<file path="src/rtl/seq_serializer_if.sv">
// Handshake and serial-stream bundle for seq_serializer.
// The word producer and the serial consumer both sit on the master side;
// the serializer itself takes the slave modport.
interface seq_serializer_if #(
    parameter int WIDTH = 8
);
    logic [WIDTH-1:0] data_in;
    logic             data_valid;
    logic             data_ready;
    logic             ser_out;
    logic             ser_valid;
    logic             word_done;
    logic             busy;

    modport master (
        output data_in,
        output data_valid,
        input  data_ready,
        input  ser_out,
        input  ser_valid,
        input  word_done,
        input  busy
    );

    modport slave (
        input  data_in,
        input  data_valid,
        output data_ready,
        output ser_out,
        output ser_valid,
        output word_done,
        output busy
    );
endinterface

</file>
<file path="src/rtl/seq_serializer.sv">
// seq_serializer: parallel-to-serial front end for the sequence detector.
// Accepts WIDTH-bit words over valid/ready, keeps one word in a hold buffer
// while another shifts, and emits a gap-free bit stream with ser_valid and a
// word_done pulse on the last bit. The serial line idles at 0.
// Optional macro SER_LSB_FIRST_EN: when defined, words go out LSB first;
// otherwise MSB first. Handshake and timing are the same in both builds.
module seq_serializer #(
    parameter int WIDTH = 8
) (
    input  logic            clk,
    input  logic            rst,
    seq_serializer_if.slave bus
);

    localparam int CW = $clog2(WIDTH);
    localparam logic [CW-1:0] LAST = CW'(WIDTH - 1);

    typedef enum logic {
        IDLE,
        SHIFT
    } state_t;

    state_t           state;
    logic [WIDTH-1:0] sh;
    logic [WIDTH-1:0] hold;
    logic [CW-1:0]    cnt;
    logic             hold_full;
    logic             ser_out_r;
    logic             ser_valid_r;

    logic             load_slot;
    logic             accept;
    logic [WIDTH-1:0] sh_shifted;
    logic             sh_next_bit;
    logic             hold_first;
    logic             in_first;

`ifdef SER_LSB_FIRST_EN
    // LSB-first: shift right, the bit after the current one sits at sh[1]
    assign sh_shifted  = sh >> 1;
    assign sh_next_bit = sh[1];
    assign hold_first  = hold[0];
    assign in_first    = bus.data_in[0];
`else
    // MSB-first: shift left, the bit after the current one sits at sh[WIDTH-2]
    assign sh_shifted  = sh << 1;
    assign sh_next_bit = sh[WIDTH-2];
    assign hold_first  = hold[WIDTH-1];
    assign in_first    = bus.data_in[WIDTH-1];
`endif

    // A new word may start when idle or while the last bit of a word is out
    assign load_slot = (state == IDLE) || (cnt == LAST);

    // Hold buffer empty means a word can be taken; never during reset
    assign bus.data_ready = !rst && !hold_full;
    assign accept         = bus.data_valid && bus.data_ready;

    assign bus.busy      = (state == SHIFT) || hold_full;
    assign bus.word_done = ser_valid_r && (cnt == LAST);
    assign bus.ser_out   = ser_out_r;
    assign bus.ser_valid = ser_valid_r;

    // Shifter/hold FSM: load from hold first, else bypass the input word,
    // else shift one bit; words arriving mid-shift park in the hold buffer
    always_ff @(posedge clk) begin
        if (rst) begin
            state       <= IDLE;
            cnt         <= '0;
            hold_full   <= 1'b0;
            sh          <= '0;
            hold        <= '0;
            ser_out_r   <= 1'b0;
            ser_valid_r <= 1'b0;
        end else if (load_slot) begin
            if (hold_full) begin
                sh          <= hold;
                hold_full   <= 1'b0;
                cnt         <= '0;
                state       <= SHIFT;
                ser_valid_r <= 1'b1;
                ser_out_r   <= hold_first;
            end else if (bus.data_valid) begin
                sh          <= bus.data_in;
                cnt         <= '0;
                state       <= SHIFT;
                ser_valid_r <= 1'b1;
                ser_out_r   <= in_first;
            end else begin
                state       <= IDLE;
                ser_valid_r <= 1'b0;
                ser_out_r   <= 1'b0;
            end
        end else begin
            sh        <= sh_shifted;
            ser_out_r <= sh_next_bit;
            cnt       <= cnt + 1'b1;
            if (accept) begin
                hold      <= bus.data_in;
                hold_full <= 1'b1;
            end
        end
    end

endmodule

</file>
<file path="src/flat_wrapper.sv">
// flat-port wrapper written by rule: the top's interface ports become plain ports
module seq_serializer_flat 
#(
    parameter int WIDTH = 8
)
  (clk, rst, bus_data_in, bus_data_valid, bus_data_ready, bus_ser_out, bus_ser_valid, bus_word_done, bus_busy);
  seq_serializer_if #(.WIDTH(WIDTH)) bus_i ();
  input  logic clk;
  input  logic rst;
  input wire logic [$bits(bus_i.data_in)-1:0] bus_data_in;
  input wire logic [$bits(bus_i.data_valid)-1:0] bus_data_valid;
  output wire logic [$bits(bus_i.data_ready)-1:0] bus_data_ready;
  output wire logic [$bits(bus_i.ser_out)-1:0] bus_ser_out;
  output wire logic [$bits(bus_i.ser_valid)-1:0] bus_ser_valid;
  output wire logic [$bits(bus_i.word_done)-1:0] bus_word_done;
  output wire logic [$bits(bus_i.busy)-1:0] bus_busy;
  assign bus_i.data_in = bus_data_in;
  assign bus_i.data_valid = bus_data_valid;
  assign bus_data_ready = bus_i.data_ready;
  assign bus_ser_out = bus_i.ser_out;
  assign bus_ser_valid = bus_i.ser_valid;
  assign bus_word_done = bus_i.word_done;
  assign bus_busy = bus_i.busy;
  seq_serializer #(.WIDTH(WIDTH)) u_core (.clk(clk), .rst(rst), .bus(bus_i));
endmodule
</file>
<file path="config.mk">
export PLATFORM = sky130hd
export DESIGN_NAME = seq_serializer_flat
export DESIGN_NICKNAME = d
export VERILOG_FILES = /design/src/rtl/seq_serializer_if.sv /design/src/rtl/seq_serializer.sv /design/src/flat_wrapper.sv
export SDC_FILE = /design/constraint.sdc
export NUM_CORES = 1
export LEC_CHECK = 0
export CORE_MARGIN = 10
export CORE_UTILIZATION = 55
export DETAILED_ROUTE_END_ITERATION = 12
export GPL_ROUTABILITY_DRIVEN = 0
export HOLD_SLACK_MARGIN = 0.05
export PLACE_DENSITY_LB_ADDON = 0.05
export SYNTH_ARGS = -nofsm -noshare
export SYNTH_HDL_FRONTEND = slang
export SYNTH_SLANG_ARGS = --single-unit
</file>
<file path="constraint.sdc">
create_clock -name clk -period 3 [get_ports clk]
set_clock_uncertainty 0.15 [all_clocks]
set_input_delay 0.3 -clock clk [delete_from_list [all_inputs] [get_ports clk]]
set_output_delay 0.3 -clock clk [all_outputs]
set_load 0.02 [all_outputs]
</file>
==> results by group <==
Status
  – Status: finished clean

Critical path
  – Crit end category: output port
  – Max stage delay cell, worst path: clkdlybuf4s50_1
  – Worst setup SP type: flip-flop
  – Worst Reg-to-Reg Cells: 5
  – CP most frequent cell: ha_1
  – Worst Setup Path Type: flip-flop to output port
  – Crit path DAT: 1.78 ns
  – Worst path max stage delay: 0.60 ns
  – Crit path required time: 2.55 ns
  – Largest fanout on the critical path: 3
  – Crit path cell chain: ha_1 > ha_1 > and2_1 > clkdlybuf4s50_1

Pwr
  – Final Power: 0.539 mW
  – Peak supply drop: 0.284 mV
  – PwrDens: 455 nW/um^2
  – Leakage: 0.460 nW

Clock tree
  – CTS tree: yes
  – Htree depth: 1
  – Resized cells post-CTS: 0
  – Longest Clk Path Bufs: 2
  – TritonCTS buffer count: 3
  – Cts hold-fix bufs: 0
  – Clock Latency Late Sink: 0.31 ns
  – Clock net sink count: 21
  – Clock transition at path regs: 0.11 ns
  – Clk root buf: clkbuf_4
  – Post-CTS setup buffers: 0

Synthesis
  – Seq/Total Area, Yosys: 0.414
  – Top FF cell, synth: dfxtp_1
  – Number of flops mapped to enable cells by yosys: 0
  – Syn Nets: 115
  – Count of cell types in the netlist: 28
  – Syn. warnings: 0
  – Post-synthesis cell count: 102
  – #FFs+latches synth: 21
  – Post-synth top area cell: dfxtp_1
  – Share of the synthesized area in the top cell type: 0.414
  – Avg Cell Area, Syn: 9.96 um^2
  – Cell types occupying the most area after synthesis: dfxtp_1 41%, mux2_2 7.8%, nor2b_1 7.4%
  – Cell Area, Synth: 1020 um^2
  – Ys async rst share: 0

Floorplanning
  – Rows: 15
  – Core Footprint: 1750 um^2
  – DIE WIDTH: 63.0 um
  – Die Area: 3970 um^2
  – Die height: 63.0 um
  – Initial core utilization: 0.582
  – IO Pins: 16

Worst hold path
  – Hold path cells: 2
  – HP Class: flip-flop to flip-flop

Finish
  – Layout fillers: 159
  – Most common cell after layout, fill and taps aside: dfxtp_1
  – FF/Latch Area: 420 um^2
  – Design area: 1180 um^2
  – Share of post-route cells with drive strength above 1: 0.157
  – Footprint of the multi-input gates: 541 um^2
  – Syn-to-layout area delta: 16.5%
  – Post-layout net count: 129
  – Finished Core Util: 0.678
  – Diode count: 0
  – Most frequent cells in the layout: 21 x dfxtp_1, 15 x clkdlybuf4s50_1, 12 x nor2b_1, 8 x nor2_1, 7 x mux2_2

GRT
  – Vias in the first global route: 748
  – GR Overflow Total: 0
  – Gr usage total: 0.0991
  – Largest net degree at the start of global routing: 22
  – Initial antenna violation count: 0
  – Global-route wire length before repair: 3310 um

Place
  – Dpl ws: 0.869 ns
  – Placed instance area: 1160 um^2
  – DP Wirelength: 1370 um
  – Port buffer count: 15

Timing
  – Fin crit period: 2.23 ns
  – Hold Fails Final Rpt: 0
  – Setup TNS Final: 0 ns
  – Setup Viol. Count Final: 0
  – Worst-margin pin slew: 0.571 ns
  – Pins Over Slew Limit: 0
  – RSZ-0062 raised after global routing: no
  – Peak Freq: 448 MHz
  – Final Worst Setup Slack: 0.768 ns
  – Rel. slew slack: 0.618
  – Final worst path period share: 0.744

Detailed routing
  – Initial DRC Count: 16
  – Drt total wl: 1990 um
  – ANT nets after route: 0
  – Vias after detailed routing: 771
  – Initial DRT Pass Iterations: 4
  – Post-DR vias/cell: 5.51
  – DRC Markers: 0
  – WL per Instance: 14.2 um

Job
  – Max Cap Violations: 0
==> logic make-up after synthesis <==
| group | after synthesis | share of synthesized area |
|---|---|---|
| AOI/OAI and AO/OA | 12 | 0.0837 |
| adders and majority gates | 2 | 0.0246 |
| buffers and inverters | 8 | 0.0542 |
| DFF | 21 | 0.414 |
| muxes | 10 | 0.117 |
| and+or+nand+nor | 49 | 0.307 |
==> stage by stage <==
stage	hold slack [ns]	std cells
after global placement	0.308	136
after CTS	0.337	140
final	0.334	140
after floorplan	0.293	102
after detailed placement	0.322	136
after global routing	0.365	140
==> synthesized netlist by cell type, types with 3 or more instances <==
cell and instances:
nor2_1 8, nand3_1 3, mux2_2 7, dfxtp_1 21, nor4_1 6, a2111oi_0 6, buf_2 4, nor3b_1 6
a21oi_1 5, nor2b_1 12
==> layout make-up <==
class                           count  share of cell area
Multi-Input combinational cell     73               0.457
Sequential cell                    21               0.355
Timing Repair Buffer               17               0.140
Tap cell                           25              0.0264
Clock buffer                        4              0.0222
==> registers in the layout (all words and copies together) (netlist names) <==
name	cells
u_core.bus.ser_out	1
u_core.bus.ser_valid	1
u_core.cnt	3
u_core.hold	8
u_core.hold_full	1
u_core.sh	7
==> report_power, final <==
group	internal (mW)	total, mW	switching [mW]
combinational	0.0498	0.0961	0.0463
clock	0.0520	0.136	0.0841
sequential	0.297	0.307	0.00984
==> final timing paths <==
check	to	start	slack, ns
min	u_core.cnt[1]	u_core.cnt[1]	0.33
min reg2reg	u_core.cnt[1]	u_core.cnt[1]	0.33
max	bus_word_done	u_core.cnt[0]	0.77
max reg2reg	u_core.hold[0]	u_core.cnt[0]	1.02
==> critical path: cells and delay by family (launching register included) <==
kind | cells | cell delay [ns]
buffers and inverters | 1 | 0.60
adder cells (fa/ha/maj) | 2 | 0.38
AND/OR/NAND/NOR | 1 | 0.14
flip-flops | 1 | 0.36
==> metal layers <==
metal  up-vias  part of all wire  GRT usage
li1        390                 -          -
met1       359              0.50      0.117
met2        17              0.44      0.151
met3         5             0.047     0.0484
met4         0             0.015     0.0335
met5         -                 0          0
Note: power is estimated with default switching activity, not from simulation.
